<file path="src/rtl/md_pkg.sv">
// Shared definitions for the multiply/divide controller: decoder bit positions,
// FSM state and operation kinds, plus a two's-complement negate helper.
package md_pkg;

  localparam int DATA_W = 32;
  localparam int DEC_W  = 54;

  localparam int DEC_DIV   = 53;
  localparam int DEC_MULTU = 48;
  localparam int DEC_MTLO  = 46;
  localparam int DEC_MTHI  = 45;
  localparam int DEC_MFLO  = 43;
  localparam int DEC_MFHI  = 42;
  localparam int DEC_DIVU  = 32;

  typedef enum logic [1:0] {
    IDLE = 2'd0,
    RUN  = 2'd1,
    FIX  = 2'd2
  } md_state_t;

  typedef enum logic [1:0] {
    MULTU = 2'd0,
    DIVU  = 2'd1,
    DIV   = 2'd2
  } md_op_t;

  function automatic logic [DATA_W-1:0] md_neg(input logic [DATA_W-1:0] v);
    return ~v + 32'd1;
  endfunction

endpackage

</file>
<file path="src/rtl/md_ctrl_if.sv">
// Execute-stage bundle between the pipeline (master) and the multiply/divide
// controller (slave), including the controller's FSM state for observation.
interface md_ctrl_if;
  import md_pkg::*;

  // issue is the valid; stall is the inverse of ready. An instruction is taken
  // on a rising edge with issue=1, stall=0 and cancel=0; while stall is high
  // the master holds issue, decoded, rs_val and rt_val stable.
  logic              issue;
  logic [DEC_W-1:0]  decoded;
  logic [DATA_W-1:0] rs_val;
  logic [DATA_W-1:0] rt_val;
  logic              cancel;
  logic              stall;
  logic              busy;
  logic [DATA_W-1:0] hilo_rdata;
  logic [DATA_W-1:0] hi;
  logic [DATA_W-1:0] lo;
  logic              unsupported;
  md_state_t         dbg_state;

  modport master (
    output issue, decoded, rs_val, rt_val, cancel,
    input  stall, busy, hilo_rdata, hi, lo, unsupported, dbg_state
  );

  modport slave (
    input  issue, decoded, rs_val, rt_val, cancel,
    output stall, busy, hilo_rdata, hi, lo, unsupported, dbg_state
  );

endinterface

</file>
<file path="src/rtl/md_iter_core.sv">
// One iteration of the shared datapath: shift-add multiply step or restoring
// divide step on {upper, lower}; purely combinational.
module md_iter_core (
  input  logic        is_mul,
  input  logic [31:0] upper,
  input  logic [31:0] lower,
  input  logic [31:0] operand,
  output logic [31:0] upper_nxt,
  output logic [31:0] lower_nxt
);

  logic [32:0] sum;
  logic [32:0] shifted;
  logic        ge;

  always_comb begin
    sum       = {1'b0, upper} + (lower[0] ? {1'b0, operand} : 33'd0);
    shifted   = {upper, lower[31]};
    ge        = (shifted >= {1'b0, operand});
    upper_nxt = shifted[31:0];
    lower_nxt = {lower[30:0], 1'b0};
    if (is_mul) begin
      upper_nxt = sum[32:1];
      lower_nxt = {sum[0], lower[31:1]};
    end else if (ge) begin
      // The true difference is below the divisor, so the low 32 bits are exact.
      upper_nxt = shifted[31:0] - operand;
      lower_nxt = {lower[30:0], 1'b1};
    end
  end

endmodule

</file>
<file path="src/rtl/md_ctrl.sv">
// Multiply/divide controller and HI/LO owner. Signed div is built only when
// MD_SIGNED_DIV_EN is defined; otherwise div raises a one-cycle unsupported pulse.
module md_ctrl
  import md_pkg::*;
(
  input  logic      clk,
  input  logic      rst,
  md_ctrl_if.slave  bus
);

  md_state_t   state_q, state_d;
  md_op_t      op_q, op_d;
  logic [4:0]  count_q, count_d;
  logic [31:0] upper_q, upper_d;
  logic [31:0] lower_q, lower_d;
  logic [31:0] operand_q, operand_d;
  logic [31:0] hi_q, hi_d;
  logic [31:0] lo_q, lo_d;
  logic        unsup_q, unsup_d;
`ifdef MD_SIGNED_DIV_EN
  logic        sign_a_q, sign_a_d;
  logic        sign_b_q, sign_b_d;
`endif

  logic dec_div, dec_multu, dec_mtlo, dec_mthi, dec_mflo, dec_mfhi, dec_divu;
  logic is_md, accept, stall;
  logic [31:0] step_upper, step_lower;
  logic unused_dec;

  assign dec_div   = bus.decoded[DEC_DIV];
  assign dec_multu = bus.decoded[DEC_MULTU];
  assign dec_mtlo  = bus.decoded[DEC_MTLO];
  assign dec_mthi  = bus.decoded[DEC_MTHI];
  assign dec_mflo  = bus.decoded[DEC_MFLO];
  assign dec_mfhi  = bus.decoded[DEC_MFHI];
  assign dec_divu  = bus.decoded[DEC_DIVU];
  assign unused_dec = ^{bus.decoded[52:49], bus.decoded[47], bus.decoded[44],
                        bus.decoded[41:33], bus.decoded[31:0]};

  assign is_md  = dec_multu | dec_div | dec_divu | dec_mthi | dec_mtlo | dec_mfhi | dec_mflo;
  assign stall  = bus.issue && (state_q != IDLE) && is_md;
  assign accept = bus.issue && !stall && !bus.cancel;

  md_iter_core u_core (
    .is_mul    (op_q == MULTU),
    .upper     (upper_q),
    .lower     (lower_q),
    .operand   (operand_q),
    .upper_nxt (step_upper),
    .lower_nxt (step_lower)
  );

  always_comb begin
    state_d   = state_q;
    op_d      = op_q;
    count_d   = count_q;
    upper_d   = upper_q;
    lower_d   = lower_q;
    operand_d = operand_q;
    hi_d      = hi_q;
    lo_d      = lo_q;
    unsup_d   = 1'b0;
`ifdef MD_SIGNED_DIV_EN
    sign_a_d  = sign_a_q;
    sign_b_d  = sign_b_q;
`endif
    case (state_q)
      IDLE: begin
        if (accept) begin
          if (dec_multu) begin
            op_d      = MULTU;
            upper_d   = '0;
            lower_d   = bus.rt_val;
            operand_d = bus.rs_val;
            count_d   = 5'd31;
            state_d   = RUN;
          end else if (dec_divu) begin
            op_d      = DIVU;
            upper_d   = '0;
            lower_d   = bus.rs_val;
            operand_d = bus.rt_val;
            count_d   = 5'd31;
            state_d   = RUN;
          end else if (dec_div) begin
`ifdef MD_SIGNED_DIV_EN
            op_d      = DIV;
            sign_a_d  = bus.rs_val[31];
            sign_b_d  = bus.rt_val[31];
            upper_d   = '0;
            lower_d   = bus.rs_val[31] ? md_neg(bus.rs_val) : bus.rs_val;
            operand_d = bus.rt_val[31] ? md_neg(bus.rt_val) : bus.rt_val;
            count_d   = 5'd31;
            state_d   = RUN;
`else
            unsup_d   = 1'b1;
`endif
          end else if (dec_mthi) begin
            hi_d = bus.rs_val;
          end else if (dec_mtlo) begin
            lo_d = bus.rs_val;
          end
        end
      end
      RUN: begin
        if (bus.cancel) begin
          state_d = IDLE;
        end else begin
          upper_d = step_upper;
          lower_d = step_lower;
          if (count_q == 5'd0) state_d = FIX;
          else                 count_d = count_q - 5'd1;
        end
      end
      FIX: begin
        state_d = IDLE;
        if (!bus.cancel) begin
          // Both multiply {acc_hi, acc_lo} and divide {rem, quo} map onto HI/LO.
          hi_d = upper_q;
          lo_d = lower_q;
`ifdef MD_SIGNED_DIV_EN
          if (op_q == DIV) begin
            if (sign_a_q)            hi_d = md_neg(upper_q);
            if (sign_a_q ^ sign_b_q) lo_d = md_neg(lower_q);
          end
`endif
        end
      end
      default: state_d = IDLE;
    endcase
  end

  always_ff @(posedge clk) begin
    if (rst) begin
      state_q   <= IDLE;
      op_q      <= MULTU;
      count_q   <= '0;
      upper_q   <= '0;
      lower_q   <= '0;
      operand_q <= '0;
      hi_q      <= '0;
      lo_q      <= '0;
      unsup_q   <= 1'b0;
`ifdef MD_SIGNED_DIV_EN
      sign_a_q  <= 1'b0;
      sign_b_q  <= 1'b0;
`endif
    end else begin
      state_q   <= state_d;
      op_q      <= op_d;
      count_q   <= count_d;
      upper_q   <= upper_d;
      lower_q   <= lower_d;
      operand_q <= operand_d;
      hi_q      <= hi_d;
      lo_q      <= lo_d;
      unsup_q   <= unsup_d;
`ifdef MD_SIGNED_DIV_EN
      sign_a_q  <= sign_a_d;
      sign_b_q  <= sign_b_d;
`endif
    end
  end

  always_comb begin
    bus.hilo_rdata = '0;
    if (dec_mfhi)      bus.hilo_rdata = hi_q;
    else if (dec_mflo) bus.hilo_rdata = lo_q;
  end

  assign bus.stall       = stall;
  assign bus.busy        = (state_q != IDLE);
  assign bus.hi          = hi_q;
  assign bus.lo          = lo_q;
  assign bus.unsupported = unsup_q;
  assign bus.dbg_state   = state_q;

endmodule
</file>
<file path="src/flat_wrapper.sv">
// flat-port wrapper written by rule: the top's interface ports become plain ports
module md_ctrl_flat import md_pkg::*;
  (clk, rst, bus_issue, bus_decoded, bus_rs_val, bus_rt_val, bus_cancel, bus_stall, bus_busy, bus_hilo_rdata, bus_hi, bus_lo, bus_unsupported, bus_dbg_state);
  md_ctrl_if bus_i ();
  input  logic clk;
  input  logic rst;
  input wire logic [$bits(bus_i.issue)-1:0] bus_issue;
  input wire logic [$bits(bus_i.decoded)-1:0] bus_decoded;
  input wire logic [$bits(bus_i.rs_val)-1:0] bus_rs_val;
  input wire logic [$bits(bus_i.rt_val)-1:0] bus_rt_val;
  input wire logic [$bits(bus_i.cancel)-1:0] bus_cancel;
  output wire logic [$bits(bus_i.stall)-1:0] bus_stall;
  output wire logic [$bits(bus_i.busy)-1:0] bus_busy;
  output wire logic [$bits(bus_i.hilo_rdata)-1:0] bus_hilo_rdata;
  output wire logic [$bits(bus_i.hi)-1:0] bus_hi;
  output wire logic [$bits(bus_i.lo)-1:0] bus_lo;
  output wire logic [$bits(bus_i.unsupported)-1:0] bus_unsupported;
  output wire logic [$bits(bus_i.dbg_state)-1:0] bus_dbg_state;
  assign bus_i.issue = bus_issue;
  assign bus_i.decoded = bus_decoded;
  assign bus_i.rs_val = bus_rs_val;
  assign bus_i.rt_val = bus_rt_val;
  assign bus_i.cancel = bus_cancel;
  assign bus_stall = bus_i.stall;
  assign bus_busy = bus_i.busy;
  assign bus_hilo_rdata = bus_i.hilo_rdata;
  assign bus_hi = bus_i.hi;
  assign bus_lo = bus_i.lo;
  assign bus_unsupported = bus_i.unsupported;
  assign bus_dbg_state = bus_i.dbg_state;
  md_ctrl u_core (.clk(clk), .rst(rst), .bus(bus_i));
endmodule
</file>
<file path="config.mk">
export PLATFORM = sky130hd
export DESIGN_NAME = md_ctrl_flat
export DESIGN_NICKNAME = d
export VERILOG_FILES = /design/src/rtl/md_pkg.sv /design/src/rtl/md_ctrl_if.sv /design/src/rtl/md_iter_core.sv /design/src/rtl/md_ctrl.sv /design/src/flat_wrapper.sv
export SDC_FILE = /design/constraint.sdc
export NUM_CORES = 1
export LEC_CHECK = 0
export CAP_MARGIN = 20
export CORE_MARGIN = 8
export CORE_UTILIZATION = 54
export CTS_CLUSTER_DIAMETER = 30
export CTS_CLUSTER_SIZE = 14
export DETAILED_ROUTE_END_ITERATION = 7
export PLACE_DENSITY = 0.8
export SYNTH_ARGS = -nofsm -noshare
export SYNTH_HDL_FRONTEND = slang
export SYNTH_SLANG_ARGS = --single-unit
</file>
<file path="constraint.sdc">
create_clock -name clk -period 3.6 [get_ports clk]
set_clock_uncertainty 0.05 [all_clocks]
set_input_delay 0.72 -clock clk [delete_from_list [all_inputs] [get_ports clk]]
set_output_delay 0.72 -clock clk [all_outputs]
set_load 0.005 [all_outputs]
</file>
# After elaboration in Yosys (flattened, before gate mapping)
# Index checks and enable logic that the tools add are counted.
# W data, S select, Z words.
dict set report op_classes {
  bitwise 8
  mux 48
  n_reduce_logical 20
  n_lt_le_gt_ge 1
  add_sub_neg 3
  eq_ne 14
}
# op count
set ops {}
lappend ops {{$mux W32} 29}
lappend ops {{$pmux W32 S2} 4}
lappend ops {{$add A32 B33 Y33} 1}
lappend ops {{$ge A33 B32 Y1} 1}
lappend ops {{$sub A32 B32 Y32} 1}
lappend ops {{$mux W5} 5}
lappend ops {{$ne A2 B2 Y1 const B} 9}
lappend ops {{$mux W2} 6}
lappend ops {{$pmux W5 S2} 1}
lappend ops {{$reduce_and A8 Y1} 1}
lappend ops {{$reduce_bool A2 Y1} 4}
lappend ops {{$reduce_and A7 Y1} 1}
lappend ops {{$or A1 B1 Y1} 6}
lappend ops {{$reduce_and A3 Y1} 2}
lappend ops {{$logic_not A5 Y1} 1}
lappend ops {{$reduce_and A5 Y1} 1}
lappend ops {{$reduce_or A5 Y1} 1}
lappend ops {{$sub A5 B1 Y5 const B} 1}
lappend ops {{$logic_and A1 B1 Y1} 4}
lappend ops {{$logic_not A2 Y1} 2}
lappend ops {{$pmux W2 S2} 1}
lappend ops {{$reduce_and A4 Y1} 1}
lappend ops {{$ne A3 B2 Y1 const B} 1}
lappend ops {{$ne A3 B3 Y1 const B} 1}
lappend ops {{6 further kinds} 9}
dict set report totals {
  reg_bits 170
  wordCells 103
  inputBits 122
  output_inout_bits 101
}

# Longest topological paths before layout
# Gate-level depths: netlist (run 1).
dict set report logic_depth {
  ltp_word 12
  depth_mapped 13
  depth_no_buf 12
}

# Cells and area by module
# A second synthesis (run 1) with hierarchy kept.
dict set report hier_totals {
  cells_unflattened 1699
  hier_area_um2 13804.5
}
# mod cells_per_inst area_per_inst_um2 seq_area_each_um2 n_inst
set by_module_without_submodules {}
lappend by_module_without_submodules {md_ctrl 987 8979.9 3383.2 1}
lappend by_module_without_submodules {md_iter_core 712 4824.6 0.0 1}

# Least setup slack after synthesis (run 1)
# No wires, ideal clock.
dict set report synth_timing {
  kind {reg-to-reg}
  startpoint {register u_core.lower_q[0]}
  endpoint {register u_core.upper_q[31]}
  synth_period_minus_slack_ps 2875
  path_slack_ps 725
  n_path_buf 2
  path_stages_with_launch 14
  setup_ps 117
  required_ps 3433
  arrival_time_ps 2707
  cell_sequence {dfxtp_1 inv_1 clkbuf_1 nor2_1 ha_1 clkbuf_1 a21oi_1 nand2_1 o21ai_0 nand3_1 nand4b_1 a21oi_1 or4b_1 a32o_1}
}
dict set report synth_between {
  elab_chain_len 5
}
# item line
set synth_rtl {}
lappend synth_rtl {{start: declaration} md_ctrl.sv:15} ;# logic [31:0] lower_q, lower_d;
lappend synth_rtl {{start signal: assignment} md_ctrl.sv:152} ;# lower_q <= lower_d;
lappend synth_rtl {{$mux W32} md_iter_core.sv:17} ;# sum = {1'b0, upper} + (lower[0] ? {1'b0, operand} : 33'd0);
lappend synth_rtl {{$add A32 B33 Y33} md_iter_core.sv:17}
lappend synth_rtl {{$mux W32} md_iter_core.sv:22} ;# if (is_mul) begin
lappend synth_rtl {{$mux W32} md_ctrl.sv:105} ;# if (bus.cancel) begin
lappend synth_rtl {{$pmux W32 S2} md_ctrl.sv:67} ;# case (state_q)
lappend synth_rtl {{end signal: assignment} md_ctrl.sv:151} ;# upper_q <= upper_d;
lappend synth_rtl {{end: declaration} md_ctrl.sv:14} ;# logic [31:0] upper_q, upper_d;
# Every way passes these cells. The select of a mux whose other input is x is not followed.
# A chain may end at the register's enable or synchronous reset.

# Worst setup path after layout (run 1)
dict set report layout_timing {
  startpoint {register u_core.lower_q[0]}
  endpoint {register u_core.upper_q[28]}
}
# The elaborated chain is that of the path after synthesis.

==> summary.txt, run 1 <==
Logic synthesis
  – Synthesized area: 0.0123 mm²
  – Prevailing post-synth register cell: dfxtp_1
  – Synth Register Bits: 169
  – Area share of the largest cell type after synthesis: 27.5%
  – Synthesized Nets: 1813
  – Synth Area per Inst: 7.57 µm²
  – Synthesis warning total: 0
  – Cell taking the most area after synthesis: dfxtp_1
  – Cells after Synth: 1623
  – Post-synth ARST share: 0%
  – Distinct cells, synth: 76
  – Sequential area share after synthesis: 27.5%
  – Number of synthesized flops with an enable pin: 0
  – Ranking of synthesized cells by area: dfxtp_1 28%, a211oi_1 8.3%, ha_1 6.7%

Final layout
  – Layout cell share with drive strength beyond 1: about 7%
  – Area growth from synthesis to layout: 22.1%
  – Final Cell Area: 0.0150 mm²
  – Fin nets: ~1900
  – Final Non-Filler Cells: 2051
  – Multi-input logic area: about 0.0083 mm²
  – Most frequent cells in the layout: 198 x nor2_1, 172 x clkdlybuf4s50_1, 168 x dfxtp_1, 162 x a21oi_1, 156 x nand2_1
  – Commonest non-fill, non-tap cell in the layout: nor2_1
  – FF+latch area: 0.00338 mm²
  – Fill count: 1951

Setup path
  – Critical Path Sink Type: flip-flop
  – Critical path launch point type: flip-flop
  – Critical path's top delay family: compound AO/OA/AOI/OAI gates
  – WP data required: 3.90 ns
  – Crit Path Max Fanout: 26
  – Data arrival, critical path: 3.60 ns
  – CP max-delay cell: ha_1
  – Worst path bufs/invs: 2
  – Critical-path cell list: inv_1 > buf_4 > nor2_1 > ha_1 > nand2_1 > o221ai_1 > a31oi_1 > and3_1 > o2111a_1 > nor4_1 > nor3b_1 > o31ai_1
  – CP Class: reg -> reg
  – CP max stage delay: 0.38 ns

Placed design
  – Detailed placer's ending HPWL: 30800 µm
  – Port buffer count: about 180
  – Area of placed instances: roughly 0.014 mm²
  – Inst Count DP: 2018
  – Gpl congestion: around 0.94

Clock network
  – Hold_buf cts: 0
  – CTS buffer count: 17
  – Clock Latency Late Sink: ~0.43 ns
  – CTS tree: built
  – Root Driver: clkbuf_16
  – Postcts setup bufs: 0
  – H-Tree Depth: 4
  – Maximum clock insertion buffer count: 2
  – Clock slew at reported path FFs: 0.07 ns
  – Post-CTS Resized: 0
  – Clk sinks: 169

Timing
  – Final setup viols: 0
  – Setup TNS Final: 0 ns
  – Final-report max-slew violation count: 0
  – Fmax: 303 MHz
  – Final Hold Fails: 0
  – Period utilization: 91.8%
  – Worst Tran Pin Value: 0.948 ns
  – RSZ-0062 raised after global routing: no
  – Tmin final: 3.30 ns
  – Max-slew headroom: 36.8%

Detailed routing
  – Wire per inst: 19.8 µm
  – Drt pass-1 iters: 7
  – Remaining antenna violation count: 0
  – DRC: 0
  – Post-Route WL: ~40000 µm
  – 1st-iter DRT viols: 1133
  – Routed vias/inst: about 6.3
  – Via count: between 10000 and 15000

Power
  – Total Power: ~5.1 mW
  – P per Cell Area: 343 mW/mm²
  – Leakage power: 5.66 nW
  – Max VDD drop: between 0.0003 and 0.0004 V

Flow run
  – Max-Cap Viols: 0

Die
  – Die width: roughly 170 µm
  – Die Y: 167 µm
  – Io pins: between 200 and 250
  – Total die area: 0.0278 mm²
  – FP Rows: 55
  – Starting Density: 54.6%
  – Core box area: 0.0225 mm²

Global route
  – Largest net degree at the start of global routing: a little under 100
  – First-pass GRT wire length: 63700 µm
  – GRT overflow: 0
  – Gr usage total: 28.0%
  – Initial antenna violation count: 1
  – Number of global-route vias before repair: 12000

Hold path
  – Worst min path class: reg -> reg

Run status
  – Run status: completed
synthesized netlist by cell type, drive strengths merged, types with 7 or more instances:
cell and n:
nand4 10, nor3 33, nor2 200, o211ai 13, nand2b 7, a21o 23
a31oi 13, dfxtp 169, mux2 18, mux2i 76, o21a 9, ha 66
xor2 23, o21ai 75, a21oi 165, o31ai 9, nand2 156, clkbuf 92
nor2b 44, nand3 32, xnor2 23, inv 54, a211oi 136, buf 22
o221ai 10, and2 21, and3 14, a221oi 23
through the flow:
step / worst slack (ns) / util [%] / hold slack, ns
floorplan: 0.725 / - / 0.428
global placement: 0.435 / 63.8 / 0.437
detailed placement: 0.401 / 63.8 / 0.442
CTS: 0.365 / 66.6 / 0.450
global route: 0.0974 / 66.7 / 0.468
finish: 0.295 / 66.7 / 0.448
power by group:
group          switching [mW]  internal (mW)  leakage [nW]
logic                   0.658          0.463          3.99
registers              0.0618           1.94          1.37
clock network           0.851           1.18         0.299
layer usage:
metal | share of wire (%) | vias up | track usage [%]
met1 | 41 | 6030 | 34.3
li1 | - | 6198 | -
met3 | 6.0 | 99 | 4.59
met5 | 0 | - | 0
met2 | 49 | 494 | 47.9
met4 | 4.0 | 0 | 12.2
final cells by class:
class	count	share of cell area [%]
Tap cell	285	2.38
Inverter	55	1.38
Clock inverter	14	1.38
Sequential cell	169	22.6
Clock buffer	17	2.84
Antenna cell	2	0.0334
Multi-Input combinational cell	1285	55.1
Timing Repair Buffer	224	14.3
state kept, by name, indices dropped and copies added, names as in the netlist:
signal,flops
u_core.bus.dbg_state,2
u_core.operand_q,32
u_core.bus.unsupported,1
u_core.bus.lo,32
u_core.op_q,1
u_core.lower_q,32
u_core.bus.hi,32
u_core.upper_q,32
u_core.count_q,5
worst paths after layout:
check / from / endpoint / slack, ns / depth (start not counted)
min: u_core.operand_q[16]$_SDFFE_PP0P_ / u_core.operand_q[16]$_SDFFE_PP0P_ / 0.45 / 2
min reg2reg: u_core.operand_q[16]$_SDFFE_PP0P_ / u_core.operand_q[16]$_SDFFE_PP0P_ / 0.45 / 2
max: u_core.lower_q[0]$_SDFFE_PP0P_ / u_core.upper_q[28]$_SDFFE_PP0P_ / 0.30 / 12
max reg2reg: u_core.lower_q[0]$_SDFFE_PP0P_ / u_core.upper_q[28]$_SDFFE_PP0P_ / 0.30 / 12
worst register-to-register path: stages (launching register included):
cell and delay (ns):
dfxtp_1 0.35, inv_1 0.19, buf_4 0.34, nor2_1 0.09, ha_1 0.38, nand2_1 0.13
o221ai_1 0.25, a31oi_1 0.19, and3_1 0.30, o2111a_1 0.33, nor4_1 0.29, nor3b_1 0.09
o31ai_1 0.24
logic make-up after synthesis:
group           after synthesis  share of synthesized area, %
simple gates                547                          20.3
compound gates              530                          28.6
buf+inv                     169                          5.46
flops                       169                          27.5
mux                          94                          7.84
fa+ha+maj                    68                          7.04
xor+xnor                     46                          3.28
No activity file was read; power rests on OpenSTA's default activity.
==> run 2: changes to the inputs <==
--- a/config.mk
+++ b/config.mk
@@ -13,2 +13,3 @@
 export DETAILED_ROUTE_END_ITERATION = 7
+export MAX_ROUTING_LAYER = met4
 export PLACE_DENSITY = 0.8
==> constraint.sdc (replaced) <==
create_clock -name clk -period 3.6 [get_ports clk]
set_clock_uncertainty 0.05 [all_clocks]
set_input_delay 1.08 -clock clk [delete_from_list [all_inputs] [get_ports clk]]
set_output_delay 1.08 -clock clk [all_outputs]
set_load 0.005 [all_outputs]
==> run 2 against run 1 <==
Hold slack gained 0.0025 ns; combinational power is essentially flat; largest power group is now registers; design area grew 0.87%; power shrank 3.1%; die area is the same; sequential share of layout area shrank 0.19 points; critical endpoint is now bus_hilo_rdata[1]; largest cell class unchanged; critical path type is now in -> out; cell count grew 0.83%; utilization grew 0.58 points; non-clock buffer count grew 18; flip-flop and latch count is the same.
==> summary.txt, run 2 (synthesis gave the netlist of run 1 again) <==
Run status
  – Run status: completed

Detailed routing
  – Via count: 12800
  – Remaining antenna violation count: 0
  – 1st-iter DRT viols: ~950
  – DRC: 0
  – Wire per inst: 19.5 µm
  – Post-Route WL: 40300 µm
  – Drt pass-1 iters: 5
  – Routed vias/inst: 6.21

Power
  – Total Power: 4.99 mW
  – P per Cell Area: 330 mW/mm²
  – Leakage power: 5.75 nW
  – Max VDD drop: 0.000312 V

Final layout
  – Area growth from synthesis to layout: 23.1%
  – Final Non-Filler Cells: approximately 2100
  – Antenna diode count: 0
  – Fill count: 1907
  – Multi-input logic area: between 0.008 and 0.009 mm²
  – Fin nets: 1960
  – Layout cell share with drive strength beyond 1: 8.02%
  – Post-layout util: 67.3%
  – FF+latch area: 0.00338 mm²
  – Most frequent cells in the layout: 198 x nor2_1, 170 x clkdlybuf4s50_1, 168 x dfxtp_1, 162 x a21oi_1, 156 x nand2_1
  – Commonest non-fill, non-tap cell in the layout: nor2_1
  – Final Cell Area: 0.0151 mm²

Die
  – FP Rows: 55
  – Die Y: 167 µm
  – Total die area: 0.0278 mm²
  – Starting Density: a little over half
  – Io pins: 223
  – Die width: 167 µm
  – Core box area: 0.0225 mm²

Placed design
  – Port buffer count: 175
  – Dpl ws: -0.182 ns
  – Inst Count DP: 2035
  – Area of placed instances: 0.0145 mm²
  – Gpl congestion: slightly below 1
  – Detailed placer's ending HPWL: 31100 µm

Clock network
  – Clock Latency Late Sink: 0.44 ns
  – CTS tree: built
  – Maximum clock insertion buffer count: 2
  – Root Driver: clkbuf_16
  – Clk sinks: between 150 and 200
  – Post-CTS Resized: 3
  – H-Tree Depth: 4
  – Postcts setup bufs: 0
  – Clock slew at reported path FFs: 0.07 ns
  – Hold_buf cts: 0
  – CTS buffer count: 17

Timing
  – Fmax: 287 MHz
  – Tmin final: 3.49 ns
  – Final setup margin: 0.114 ns
  – Final Hold Fails: 0
  – Final-report max-slew violation count: 0
  – Final setup viols: 0
  – Max-slew headroom: 32.5%
  – Worst hold slack: 0.450 ns
  – RSZ-0062 raised after global routing: no
  – Worst Tran Pin Value: 1.01 ns
  – Period utilization: 96.8%
  – Setup TNS Final: 0 ns

Hold path
  – Hold Crit Depth: 2
  – Worst min path class: reg -> reg
  – Hold Path End: u_core.operand_q[3]$_SDFFE_PP0P_
  – Worst Hold Launch: u_core.operand_q[3]$_SDFFE_PP0P_

Setup path
  – Worst path bufs/invs: 3
  – Critical path launch point type: input pin
  – WP data required: 2.47 ns
  – R2R depth: 12
  – Data arrival, critical path: 2.36 ns
  – RR Startpoint: u_core.lower_q[0]$_SDFFE_PP0P_
  – Crit Path Max Fanout: 25
  – Critical-path cell list: dlygate4sd2_1 > buf_12 > nand2_1 > o21ai_0 > clkdlybuf4s50_1
  – CP max stage delay: 0.54 ns
  – CP Class: in -> out
  – CP max-delay cell: clkdlybuf4s50_1
  – Capturing point of the worst reg2reg path: u_core.upper_q[28]$_SDFFE_PP0P_
  – Critical path's top delay family: buffers and inverters
  – Reg2Reg Setup Slack: 0.29 ns
  – Critical Path Sink Type: output pin

Global route
  – Initial antenna violation count: 0
  – Number of global-route vias before repair: 12000
  – First-pass GRT wire length: ~63000 µm
  – Gr usage total: 28.5%
  – GRT overflow: 0
  – Largest net degree at the start of global routing: 66

Flow run
  – Max-Cap Viols: 0
run 2: report_power, final:
| group | switching [mW] | internal, mW |
|---|---|---|
| sequential | 0.0619 | 1.94 |
| combinational | 0.658 | 0.479 |
| clock | 0.865 | 0.985 |
| total | 1.58 | 3.40 |
run 2: layout make-up:
type | instances | share of cell area [%]
multi-input combinational | 1285 | 54.7
timing repair buffer | 242 | 15.4
clock buffer | 18 | 2.84
clock inverter | 14 | 1.03
inverter | 55 | 1.36
sequential | 169 | 22.4
tap | 285 | 2.36
run 2: worst max path at each step:
stage	startpoint	end	cells after the start
6_report	bus_decoded[43]	bus_hilo_rdata[1]	5
5_1_grt	bus_decoded[43]	bus_hilo_rdata[1]	5
4_1_cts	bus_decoded[43]	bus_hilo_rdata[1]	5
3_5_place_dp	bus_decoded[43]	bus_hilo_rdata[1]	5
3_3_place_gp	bus_decoded[53]	bus_stall	5
2_1_floorplan	bus_decoded[43]	bus_hilo_rdata[0]	4
run 2: worst register-to-register path: cells and delay by family, from the launching register on:
family | cells | cell delay, ns
compound gates | 5 | 1.14
fa+ha+maj | 1 | 0.36
buf+inv | 2 | 0.52
flops | 1 | 0.35
simple gates | 4 | 0.79
run 2: layer usage:
metal / GRT usage (%) / routed length (µm) / up-vias
li1: - / - / 6246
met1: 33.9 / 17000 / 6035
met2: 48.0 / 19600 / 463
met3: 3.78 / 2170 / 102
met4: 11.7 / 1490 / 0
met5: - / 0 / -
==> run 3: changes to the inputs <==
- CORE_MARGIN: 8 -> unset
- TNS_END_PERCENT: unset -> 100
==> run 3 against run 2 <==
Non-clock buffer count shrank 9; sequential power about the same; hold slack improved by 0.00061 ns; power up 0.78%; clock power barely moved; fmax grew 2.7%.
==> summary.txt, run 3 (synthesis gave the netlist of run 1 again) <==
Run status
  – Run status: completed

Detailed routing
  – 1st-iter DRT viols: 1034
  – Post-Route WL: 39500 µm
  – Remaining antenna violation count: 0
  – Via count: 12800
  – DRC: 0
  – Drt pass-1 iters: 7
  – Wire per inst: 19.2 µm
  – Routed vias/inst: 6.23

Clock network
  – H-Tree Depth: 4
  – Root Driver: clkbuf_16
  – Clk sinks: 169
  – CTS buffer count: 17
  – CTS tree: built
  – Maximum clock insertion buffer count: 2
  – Clock slew at reported path FFs: 0.07 ns
  – Clock Latency Late Sink: around 0.43 ns

Timing
  – Fmax: 294 MHz
  – Worst Tran Pin Value: 0.995 ns
  – Final Hold Fails: 0
  – Final setup margin: ~0.2 ns
  – Period utilization: 94.3%
  – Final setup viols: 0
  – Final-report max-slew violation count: 0
  – Max-slew headroom: about a third
  – Tmin final: 3.40 ns
  – RSZ-0062 raised after global routing: no

Setup path
  – Critical path launch point type: input pin
  – Critical-path cell list: clkbuf_2 > bufbuf_16 > nand2_1 > o21ai_0 > clkdlybuf4s50_1
  – CP Class: in -> out
  – CP max stage delay: 0.52 ns
  – CP max-delay cell: clkdlybuf4s50_1
  – Data arrival, critical path: 2.27 ns
  – WP data required: ~2.5 ns
  – Crit Path Max Fanout: 12
  – Critical Path Sink Type: output pin

Global route
  – Initial antenna violation count: 0
  – Gr usage total: 34.4%
  – Largest net degree at the start of global routing: 86
  – Number of global-route vias before repair: ~12000
  – First-pass GRT wire length: 62600 µm
  – GRT overflow: 0

Power
  – Max VDD drop: 0.000325 V
  – Leakage power: between 5 and 6 nW
  – P per Cell Area: 333 mW/mm²

Final layout
  – Most frequent cells in the layout: 198 x nor2_1, 169 x clkdlybuf4s50_1, 168 x dfxtp_1, 162 x a21oi_1, 156 x nand2_1
  – Area growth from synthesis to layout: 22.7%
  – Commonest non-fill, non-tap cell in the layout: nor2_1
  – Fin nets: 1951
  – Layout cell share with drive strength beyond 1: 7.56%
  – Post-layout util: 68.3%
  – Final Cell Area: roughly 0.015 mm²
  – Antenna diode count: 0

Die
  – Total die area: 0.0234 mm²
  – Core box area: between 0.02 and 0.025 mm²
  – Die Y: roughly 150 µm
  – Starting Density: ~56%
  – Die width: 153 µm
  – Io pins: 223
  – FP Rows: 54

Placed design
  – Detailed placer's ending HPWL: roughly 29000 µm
  – Port buffer count: between 150 and 200
  – Gpl congestion: around 0.97
  – Dpl ws: -0.206 ns
  – Area of placed instances: 0.0145 mm²

Hold path
  – Worst min path class: reg -> reg

Flow run
  – Max-Cap Viols: 0
==> run 3: worst paths after layout <==
| check | start | endpoint | slack, ns | cells after the start |
|---|---|---|---|---|
| hold reg to reg | u_core.operand_q[6]$_SDFFE_PP0P_ | u_core.operand_q[6]$_SDFFE_PP0P_ | 0.45 | 2 |
| setup reg to reg | u_core.lower_q[0]$_SDFFE_PP0P_ | u_core.upper_q[31]$_SDFFE_PP0P_ | 0.25 | 12 |
| setup / recovery | bus_decoded[43] | bus_hilo_rdata[20] | 0.20 | 5 |
| hold / removal | u_core.operand_q[6]$_SDFFE_PP0P_ | u_core.operand_q[6]$_SDFFE_PP0P_ | 0.45 | 2 |
==> run 3: critical path, delay by kind of cell <==
family | cells | cell delay, ns
and+or+nand+nor | 1 | 0.05
buffers and inverters | 3 | 1.00
AOI/OAI and AO/OA | 1 | 0.13
==> run 3: timing repair <==
action / in CTS / in global routing
buffers inserted: 0 / 0
hold buffers: 0 / 0
cloned: 1 / 0
resized for setup: 7 / 1
hold endpoints to repair: 0 / 0
setup endpoints to repair: 31 / 13
==> run 3: stage by stage <==
| stage | total power [mW] | cells | hold WS [ns] | TNS, ns |
|---|---|---|---|---|
| after global routing | 5.22 | 2053 | 0.472 | 0 |
| final | 5.03 | 2053 | 0.451 | 0 |
| after floorplan | 2.77 | 1623 | 0.428 | 0 |
| after detailed placement | 3.16 | 2021 | 0.441 | -3.75 |
| after global placement | 3.14 | 2021 | 0.437 | -3.11 |
| after CTS | 5.01 | 2053 | 0.450 | 0 |
==> run 3: layout make-up <==
class	count	area, µm²
repair buffers	233	2280
flip-flops and latches	169	3380
inverters	55	206
clock inverters	14	161
well taps	280	350
multi-input cells	1285	8270
clock buffers	17	425
fillers	1819	7010
==> run 3: power breakdown <==
| part | switching, mW | internal [mW] | total, mW |
|---|---|---|---|
| logic | 0.667 | 0.485 | 1.15 |
| registers | 0.0593 | 1.94 | 2.00 |
| clock network | 0.838 | 1.04 | 1.88 |
==> run 3: per-layer routing <==
| layer | vias to the layer above | track usage (%) | share of wire, % |
|---|---|---|---|
| met5 | - | - | 0 |
| met4 | 0 | 14.6 | 3.9 |
| met3 | 107 | 4.25 | 5.6 |
| met2 | 505 | 57.4 | 48 |
| met1 | 5974 | 41.9 | 43 |
| li1 | 6200 | - | - |
